### src/rtl/fsm_pkg.sv
`default_nettype none
// ============================================================================
//  Module      : fsm_pkg
//  Description : Shared definitions for the serial FSM block set: state
//                encodings, reset-time pattern defaults and the pattern
//                length clamp used on load.
//  Revision    : 1.0  initial release
// ============================================================================
package fsm_pkg;

  // Detector state encodings
  localparam logic [1:0] ST_IDLE = 2'd0;
  localparam logic [1:0] ST_FILL = 2'd1;
  localparam logic [1:0] ST_RUN  = 2'd2;

  // Pattern loaded at reset: "11", right-aligned
  localparam logic [31:0] DEF_PAT_C = 32'b11;
  localparam int          DEF_LEN_C = 2;

  // Lengths below 2 become 2; lengths above the history depth become the depth
  function automatic int unsigned clamp_len(input int unsigned req_len,
                                            input int unsigned max_len);
    int unsigned r;
    r = req_len;
    if (r < 2) r = 2;
    if (r > max_len) r = max_len;
    return r;
  endfunction

endpackage
`default_nettype wire

### src/rtl/sat_counter.sv
`default_nettype none
// ============================================================================
//  Module      : sat_counter
//  Description : Saturating up-counter with synchronous clear. A clear on the
//                same edge as an increment leaves the count at 1 so that the
//                event coinciding with the clear is not lost.
//  Revision    : 1.0  initial release
// ============================================================================
module sat_counter #(
  parameter int WIDTH = 8
) (
  input  logic             clk,
  input  logic             rst,
  input  logic             inc,
  input  logic             clr,
  output logic [WIDTH-1:0] count
);

  localparam logic [WIDTH-1:0] C_MAX = '1;

  logic [WIDTH-1:0] cnt_q;
  logic [WIDTH-1:0] cnt_d;

  // Next count: clear dominates, increment sticks at all-ones
  always_comb begin
    cnt_d = cnt_q;
    if (clr) begin
      cnt_d = inc ? WIDTH'(1) : '0;
    end else if (inc && (cnt_q != C_MAX)) begin
      cnt_d = cnt_q + WIDTH'(1);
    end
  end

  // Count register
  always_ff @(posedge clk) begin
    if (rst) cnt_q <= '0;
    else     cnt_q <= cnt_d;
  end

  assign count = cnt_q;

endmodule
`default_nettype wire

### src/rtl/seq_det_param.sv
`default_nettype none
// ============================================================================
//  Module      : seq_det_param
//  Description : Runtime-programmable serial sequence detector. Shifts in one
//                bit per enabled clock and pulses `out` the cycle after the
//                most recent len bits equal the loaded pattern. Supports
//                overlapping / non-overlapping detection and a saturating
//                match counter.
//  Revision    : 1.0  initial release
// ============================================================================
module seq_det_param
  import fsm_pkg::*;
#(
  parameter int               PAT_W   = 8,
  parameter int               CNT_W   = 8,
  parameter logic [PAT_W-1:0] DEF_PAT = PAT_W'(DEF_PAT_C),
  parameter int               DEF_LEN = DEF_LEN_C,
  localparam int              LEN_W   = $clog2(PAT_W + 1)
) (
  input  logic             clk,
  input  logic             rst,
  input  logic             en,
  input  logic             in,
  input  logic             overlap,
  input  logic             pat_load,
  input  logic [PAT_W-1:0] pat,
  input  logic [LEN_W-1:0] len,
  input  logic             cnt_clr,
  output logic             out,
  output logic [CNT_W-1:0] match_cnt,
  output logic             armed
);

  localparam logic [LEN_W-1:0] C_FILL_MAX = LEN_W'(PAT_W);

  // The oldest bit of the PAT_W-deep window only ever appears in the
  // shifted-in view (hist_nx), so only PAT_W-1 bits need to be stored.
  logic [PAT_W-2:0] hist_q, hist_d;
  logic [LEN_W-1:0] fill_q, fill_d;
  logic [PAT_W-1:0] pat_q,  pat_d;
  logic [LEN_W-1:0] len_q,  len_d;
  logic [1:0]       state_q, state_d;
  logic             out_q,  out_d;

  logic [PAT_W-1:0] hist_nx;
  logic [LEN_W-1:0] fill_nx;
  logic [PAT_W-1:0] len_mask;
  logic             match;

  // Mask selecting the low len_q bits of the window and the pattern
  always_comb begin
    len_mask = '0;
    for (int i = 0; i < PAT_W; i++) begin
      len_mask[i] = (i < int'(len_q));
    end
  end

  // Shift/fill/match decision and state transitions
  always_comb begin
    hist_d  = hist_q;
    fill_d  = fill_q;
    pat_d   = pat_q;
    len_d   = len_q;
    state_d = state_q;
    out_d   = 1'b0;
    match   = 1'b0;
    hist_nx = {hist_q, in};
    fill_nx = (fill_q == C_FILL_MAX) ? fill_q : fill_q + LEN_W'(1);

    if (pat_load) begin
      // New pattern: the bit on this edge is discarded and detection restarts
      pat_d   = pat;
      len_d   = LEN_W'(clamp_len(32'(len), PAT_W));
      hist_d  = '0;
      fill_d  = '0;
      state_d = ST_IDLE;
    end else if (en) begin
      match  = (fill_nx >= len_q) &&
               ((hist_nx & len_mask) == (pat_q & len_mask));
      hist_d = hist_nx[PAT_W-2:0];
      out_d  = match;
      if (match && !overlap) begin
        // Non-overlapping: the next match needs len fresh bits
        fill_d  = '0;
        state_d = ST_FILL;
      end else begin
        fill_d  = fill_nx;
        state_d = (fill_nx >= len_q) ? ST_RUN : ST_FILL;
      end
    end
  end

  // Detector registers
  always_ff @(posedge clk) begin
    if (rst) begin
      hist_q  <= '0;
      fill_q  <= '0;
      pat_q   <= DEF_PAT;
      len_q   <= LEN_W'(DEF_LEN);
      state_q <= ST_IDLE;
      out_q   <= 1'b0;
    end else begin
      hist_q  <= hist_d;
      fill_q  <= fill_d;
      pat_q   <= pat_d;
      len_q   <= len_d;
      state_q <= state_d;
      out_q   <= out_d;
    end
  end

  sat_counter #(
    .WIDTH (CNT_W)
  ) u_match_cnt (
    .clk   (clk),
    .rst   (rst),
    .inc   (match),
    .clr   (cnt_clr),
    .count (match_cnt)
  );

  assign out   = out_q;
  assign armed = (state_q == ST_RUN);

endmodule
`default_nettype wire
### config.mk
export PLATFORM = sky130hd
export DESIGN_NAME = seq_det_param
export DESIGN_NICKNAME = d
export VERILOG_FILES = /design/src/rtl/fsm_pkg.sv /design/src/rtl/sat_counter.sv /design/src/rtl/seq_det_param.sv
export SDC_FILE = /design/constraint.sdc
export NUM_CORES = 1
export LEC_CHECK = 0
export CELL_PAD_IN_SITES_DETAIL_PLACEMENT = 2
export CELL_PAD_IN_SITES_GLOBAL_PLACEMENT = 2
export CORE_UTILIZATION = 32
export CTS_CLUSTER_DIAMETER = 40
export DETAILED_ROUTE_END_ITERATION = 6
export GPL_ROUTABILITY_DRIVEN = 1
export MAX_ROUTING_LAYER = met4
export PLACE_DENSITY_LB_ADDON = 0.2
export REMOVE_ABC_BUFFERS = 1
export SYNTH_ARGS = -nofsm -noshare
export SYNTH_HDL_FRONTEND = slang
export SYNTH_SLANG_ARGS = --single-unit
### constraint.sdc
create_clock -name clk -period 3.17 [get_ports clk]
set_input_delay 0.951 -clock clk [delete_from_list [all_inputs] [get_ports clk]]
set_output_delay 0.951 -clock clk [all_outputs]
set_load 0.02 [all_outputs]
==> results of run 1 <==
==> kinds of logic after synthesis <==
logic type,synth area share
adder cells (fa/ha/maj),0.04971
buffers and inverters,0.04332
XOR/XNOR,0.05398
flip-flops,0.3864
AO/OA/AOI/OAI,0.1548
AND/OR/NAND/NOR,0.2322
multiplexers,0.07954
==> final cells by class <==
type	count	area, um^2	area share
timing repair buffer	31	302.8	0.1366
clock buffer	6	82.58	0.03725
sequential	34	680.7	0.3070
inverter	9	33.78	0.01524
tap	70	87.58	0.03950
multi-input combinational	145	1017	0.4588
clock inverter	2	12.51	0.005643
==> placed cells by master, fill, tap and decap left out, drive strengths merged, types with 3 or more instances in the layout <==
| cell | Yosys | layout |
|---|---|---|
| inv | 9 | 9 |
| nor2 | 24 | 24 |
| or3 | 4 | 4 |
| nand3 | 15 | 15 |
| or2 | 3 | 3 |
| nand2b | 7 | 7 |
| o31ai | 3 | 3 |
| mux2i | 14 | 14 |
| xnor2 | 10 | 10 |
| buf | 4 | 3 |
| clkdlybuf4s50 | 0 | 28 |
| a21oi | 13 | 13 |
| nand2 | 10 | 10 |
| nor2b | 3 | 3 |
| o21ai | 8 | 8 |
| clkbuf | 5 | 6 |
| dfxtp | 34 | 34 |
| ha | 7 | 7 |
==> sequential cells by signal (all words and copies together) (netlist names) <==
name / count
len_q: 4
u_match_cnt.count: 8
fill_q: 4
state_q: 2
hist_q: 7
out: 1
pat_q: 8
==> worst min-delay path, cell delays in order, from the launching register on <==
cell,delay [ps]
dfxtp_1,320
nand2b_1,80
a21oi_1,60
==> power breakdown <==
part / total (uW) / switching, uW / internal, uW
Combinational: 128 / 64.1 / 63.8
Sequential: 450 / 11.1 / 439
Clock: 338 / 163 / 175
==> routing by layer <==
metal	routed length [um]	share of wire	vias up	track usage
met2	2434	0.53	17	0.3145
met1	1988	0.43	768	0.1786
li1	-	-	746	-
met5	0	0	-	-
met3	114	0.025	5	0.03353
met4	44	0.0096	0	0.06154
==> worst max-delay path by stage <==
stage                            from                                 to  slack (ps)  depth (start not counted)
3_3_place_gp   fill_q[0]$_SDFFE_PP0P_  u_match_cnt.count[0]$_SDFFE_PP0P_         350                         12
3_5_place_dp   fill_q[0]$_SDFFE_PP0P_  u_match_cnt.count[0]$_SDFFE_PP0P_         240                         12
4_1_cts        fill_q[0]$_SDFFE_PP0P_  u_match_cnt.count[0]$_SDFFE_PP0P_         210                         12
2_1_floorplan  fill_q[0]$_SDFFE_PP0P_  u_match_cnt.count[0]$_SDFFE_PP0P_         590                         12
6_report       fill_q[0]$_SDFFE_PP0P_  u_match_cnt.count[6]$_SDFFE_PP0P_         250                         12
5_1_grt        fill_q[0]$_SDFFE_PP0P_  u_match_cnt.count[6]$_SDFFE_PP0P_          30                         12
==> per-stage QoR <==
stage	instance area, um^2	worst slack, ps	total power [uW]
after floorplan	1719	594.6	528.2
after global placement	2110	351.4	579.2
after detailed placement	2110	239.7	587.1
after CTS	2205	208.4	931.1
after global routing	2217	30.40	958.1
final	2217	254.1	915.6
==> metrics.md, run 1 <==
| Metric | Value |
|---|---|
| RSZ-0062 raised after global routing | no |
| Largest cells by area after synthesis | dfxtp_1, mux2i_1, nor2_1 |
| Power Density | about 410 mW/mm^2 |
| Status | complete, no violations |
| Number of fill cells | 585 |
| Clock Root Buffer | clkbuf_8 |
| Die Y | about 76 um |
| Cell mode on critical path | ha_1 |
| Nets | about 250 |
| Netlist cell types | 42 |
| Crit path capture type | flip-flop |
| Die W | about 76 um |
| DP Cell Count | a little under 300 |
| Max Root-Sink Buffers | 2 |
| Routed via count | between 1.5k and 2k |
| RR Startpoint | fill_q[0]$_SDFFE_PP0P_ |
| Fin crit share | 0.9198 |
| Total wire length | 4582 um |
| Kind of critical path | flip-flop to flip-flop |
| Total GRT Usage | 0.1701 |
| Cts bufs inserted | 5 |
| Cell Area, Synth | between 0.0015 and 0.002 mm^2 |
| Hold Crit Start | state_q[1]$_SDFFE_PP0P_ |
| Worst Tran Pin Value | about 370 ps |
| Core ar. | about 0.0052 mm^2 |
| Cts repair resizes | 0 |
| Setup Buffers After CTS | 0 |
| Initial Util | 0.3385 |
| Ports | 29 |
| Peak VDD IR | 0.0002102 V |
| Layout area overhead | 25.85% |
| Setup TNS | 0 ps |
| CTS sink cnt | 34 |
| Worst rel slew slack | 0.7496 |
| Number of vias per cell | slightly above 5 |
| CP max FO | 15 |
| Critical R2R Capture | u_match_cnt.count[6]$_SDFFE_PP0P_ |
| Largest net degree at the start of global routing | 19 |
| Iter 0 DRT Violations | 26 |
| Reg2Reg Depth | 12 |
| Hold EP | state_q[1]$_SDFFE_PP0P_ |
| Post-synth EDFFs | 0 |
| Cell count after synthesis | slightly below 200 |
| Die area | roughly 0.0058 mm^2 |
| CP top delay family | simple AND/OR/NAND/NOR gates |
| Final setup viols | 0 |
| Worst setup SP type | flip-flop |
| Max Clock Skew | about 4.3 ps |
| # H-tree levels | 2 |
| Top-count cell post-synth | dfxtp_1 |
| I/O Buffers | 28 |
| Initial antenna violation count | 0 |
| Post-Syn Area per Cell | roughly 9 um^2 |
| Drt drc | 0 |
| Post-synthesis sequential area ratio | 0.3864 |
| GRT Residual Overflow | 0 |
| Drt first pass iters | 3 |
| Cts hold-fix bufs | 0 |
| R2R Setup Slk | ~250 ps |
| Clock latency on the worst-skew pair | 290 ps |
| Core Util, Final | 0.4260 |
| CP bufs+invs | 1 |
| Post-synth top cells | dfxtp_1, nor2_1, nand3_1 |
| TritonCTS clock tree | yes |
| CP max stage cell | or4_1 |
| Max_cap viols | 0 |
| Row Count | 26 |
| DPL Wire Length | between 3000 and 4000 um |
| Ys flop type | dfxtp_1 |
| Warnings from Yosys | 0 |
| Slew Limit Fails | 0 |
| WHS Path Cells | 2 |
| Worst path required time | 3390 ps |
| Hold/Removal Path Class | flip-flop to flip-flop |
| CTS clk-pin slew, worst paths | ~70 ps |
| WP data arrival | between 3000 and 4000 ps |
| Vias in the first global route | between 1.5k and 2k |
| Lkg Pwr | just under 0.0008 uW |
| Final Instance Count excl. Fillers | roughly 300 |
| Gp weighted congestion | about 0.7 |
| Fin crit period | between 2000 and 3000 ps |
| Async set-reset flop share out of synthesis | 0 |
| Fraction of layout cells with a size suffix above 1 | 0.09251 |
| Antenna viol nets, final | 0 |
| Crit-path cells | inv_1 > ha_1 > nand2_1 > nand3_1 > o21ai_0 > ha_1 > o21a_1 > nor2_1 > nor4b_2 > nand4_4 > or4_1 > a21oi_1 |
| Number of synthesized register bits | 34 |
| Final Hold Viols | 0 |
| F_max | 342.9 MHz |
| Average wire per standard cell | approximately 15 um |
| Share of the synthesized area in the top cell type | 0.3864 |
| Hold WS | between 400 and 500 ps |
| First-pass GRT wire length | between 7000 and 8000 um |
| Antenna cells | 0 |
| Largest stage delay, worst path | 450 ps |
| Cell taking the most area after synthesis | dfxtp_1 |
Power figures use the tool's default switching activity.
==> run 2: changes to the inputs <==
==> constraint.sdc (replaced) <==
create_clock -name clk -period 3.17 [get_ports clk]
set_input_delay 0.634 -clock clk [delete_from_list [all_inputs] [get_ports clk]]
set_output_delay 0.634 -clock clk [all_outputs]
set_load 0.02 [all_outputs]
==> run 2 against run 1 <==
Maximum frequency rose by 0.69%. Combinational power hardly changed. Wire length is 8.5% higher. Via count decreased by 0.52%. Setup slack better by 20 ps. Hold slack got worse by 1.5 ps. Cell count unchanged. Critical endpoint is now u_match_cnt.count[7]$_SDFFE_PP0P_.
==> metrics.md, run 2 (synthesized netlist as in run 1, its figures left out) <==
| Metric | Value |
|---|---|
| Drt drc | 0 |
| Setup TNS | 0 ps |
| F_max | approximately 350 MHz |
| Gp weighted congestion | around 0.76 |
| Status | complete, no violations |
| Worst path required time | 3390 ps |
| Iter 0 DRT Violations | between 50 and 60 |
| Peak VDD IR | 0.0002272 V |
| CP max stage cell | or4_1 |
| Max Root-Sink Buffers | 2 |
| Lkg Pwr | 0.0007842 uW |
| CP top delay family | simple AND/OR/NAND/NOR gates |
| Cell mode on critical path | ha_1 |
| WP data arrival | between 3000 and 4000 ps |
| Die Y | roughly 76 um |
| Die area | approximately 0.0058 mm^2 |
| Fin crit period | 2896 ps |
| Number of vias per cell | about 5.1 |
| Slew Limit Fails | 0 |
| Power Density | roughly 410 mW/mm^2 |
| Cts bufs inserted | 5 |
| TritonCTS clock tree | yes |
| Placed Area | between 0.002 and 0.0025 mm^2 |
| Initial Util | 0.3385 |
| Commonest non-fill, non-tap cells in the layout | dfxtp_1, clkdlybuf4s50_1, nor2_1, nand3_1, mux2i_1 |
| Crit-path cells | inv_1 > ha_1 > nand2_1 > nand3_1 > o21ai_0 > ha_1 > o21a_1 > nor2_1 > nor4b_2 > nand4_4 > or4_1 > a21oi_1 |
| Row Count | 26 |
| Worst rel slew slack | 0.7169 |
| Hold/Removal Path Class | flip-flop to flip-flop |
| Kind of critical path | flip-flop to flip-flop |
| Total GRT Usage | 0.1878 |
| CTS sink cnt | 34 |
| Average wire per standard cell | about 17 um |
| Fin crit share | 0.9136 |
| Die W | roughly 76 um |
| Max_cap viols | 0 |
| RSZ-0062 raised after global routing | no |
| Final setup viols | 0 |
| CTS clk-pin slew, worst paths | ~70 ps |
| Worst Tran Pin Value | 423.4 ps |
| Ports | 29 |
| Crit path capture type | flip-flop |
| Vias in the first global route | roughly 1.7k |
| Largest net degree at the start of global routing | 19 |
| Routed via count | 1528 |
| Core ar. | 0.005205 mm^2 |
| Tot Pwr | between 900 and 1000 uW |
| Post-route cell area | roughly 0.0022 mm^2 |
| Layout area overhead | 25.07% |
| Worst setup SP type | flip-flop |
| Antenna viol nets, final | 0 |
| Total wire length | between 4000 and 5000 um |
| Largest stage delay, worst path | 480 ps |
| Final Hold Viols | 0 |
| Fraction of layout cells with a size suffix above 1 | 0.09251 |
| CP max FO | 15 |
| First-pass GRT wire length | 8238 um |
| Antenna cells | 0 |
| Max Clock Skew | 1.982 ps |
| CP bufs+invs | 1 |
| Commonest non-fill, non-tap cell in the layout | dfxtp_1 |
| GRT Residual Overflow | 0 |
| Drt first pass iters | 4 |
| # H-tree levels | 2 |
| Nets | 252 |
| I/O Buffers | 28 |
| DPL Wire Length | ~3800 um |
| Clock latency on the worst-skew pair | between 200 and 300 ps |
| Cts hold-fix bufs | 0 |
| Clock Root Buffer | clkbuf_8 |
| Initial antenna violation count | 0 |
==> run 2: tightest hold or removal path: stages (launching register included) <==
cell and delay, ps:
dfxtp_1 310, nand2b_1 70, a21oi_1 60
==> run 2: repair_timing <==
item                                    4_1_cts  5_1_grt
endpoints found under the setup margin        0        1
resized for setup                             0        1
buffers inserted                              0        0
==> run 2: worst paths after layout <==
path / to / depth (start not counted) / from / slack, ps
worst max-delay path: u_match_cnt.count[7]$_SDFFE_PP0P_ / 12 / fill_q[0]$_SDFFE_PP0P_ / 270
worst min-delay path: state_q[1]$_SDFFE_PP0P_ / 2 / state_q[1]$_SDFFE_PP0P_ / 490
worst max register to register: u_match_cnt.count[7]$_SDFFE_PP0P_ / 12 / fill_q[0]$_SDFFE_PP0P_ / 270
worst min register to register: state_q[1]$_SDFFE_PP0P_ / 2 / state_q[1]$_SDFFE_PP0P_ / 490
==> run 2: metrics by stage <==
step / worst slack [ps] / instances / hold slack, ps / utilization
floorplan: 594.6 / 188 / 440.7 / -
global placement: 476.7 / 289 / 452.6 / 0.4053
detailed placement: 255.5 / 289 / 470.5 / 0.4053
CTS: 212.0 / 297 / 504.7 / 0.4228
global route: 37.04 / 297 / 523.8 / 0.4233
finish: 274.0 / 297 / 494.4 / 0.4233
==> run 2: power breakdown <==
part	switching, uW	internal [uW]	leakage (uW)	total [uW]
clock	156	175	0.0000482	331
sequential	11.4	439	0.000277	450
combinational	65.3	61.6	0.000459	127
==> run 2: layout make-up <==
type | count | area [um^2]
fillers | 595 | 3002
clock inverters | 1 | 5.005
repair buffers | 31 | 302.8
well taps | 70 | 87.58
flip-flops and latches | 34 | 680.7
clock buffers | 7 | 86.33
inverters | 9 | 33.78
multi-input cells | 145 | 1007
==> run 2: per-layer routing <==
layer | GRT usage | wire length (um) | up-vias
met3 | 0.03353 | 97 | 4
met5 | - | 0 | -
met4 | 0.07500 | 53 | 0
met1 | 0.2010 | 2140 | 759
li1 | - | - | 746
met2 | 0.3418 | 2680 | 19
==> run 3: changes to the inputs <==
--- a/config.mk
+++ b/config.mk
@@ -10,7 +10,7 @@
 export CORE_UTILIZATION = 32
 export CTS_CLUSTER_DIAMETER = 40
 export DETAILED_ROUTE_END_ITERATION = 6
-export GPL_ROUTABILITY_DRIVEN = 1
+export GPL_ROUTABILITY_DRIVEN = 0
 export MAX_ROUTING_LAYER = met4
 export PLACE_DENSITY_LB_ADDON = 0.2
 export REMOVE_ABC_BUFFERS = 1
==> results of run 3 <==
Same layout as run 2: the final DEF is identical, and so are final timing and power.
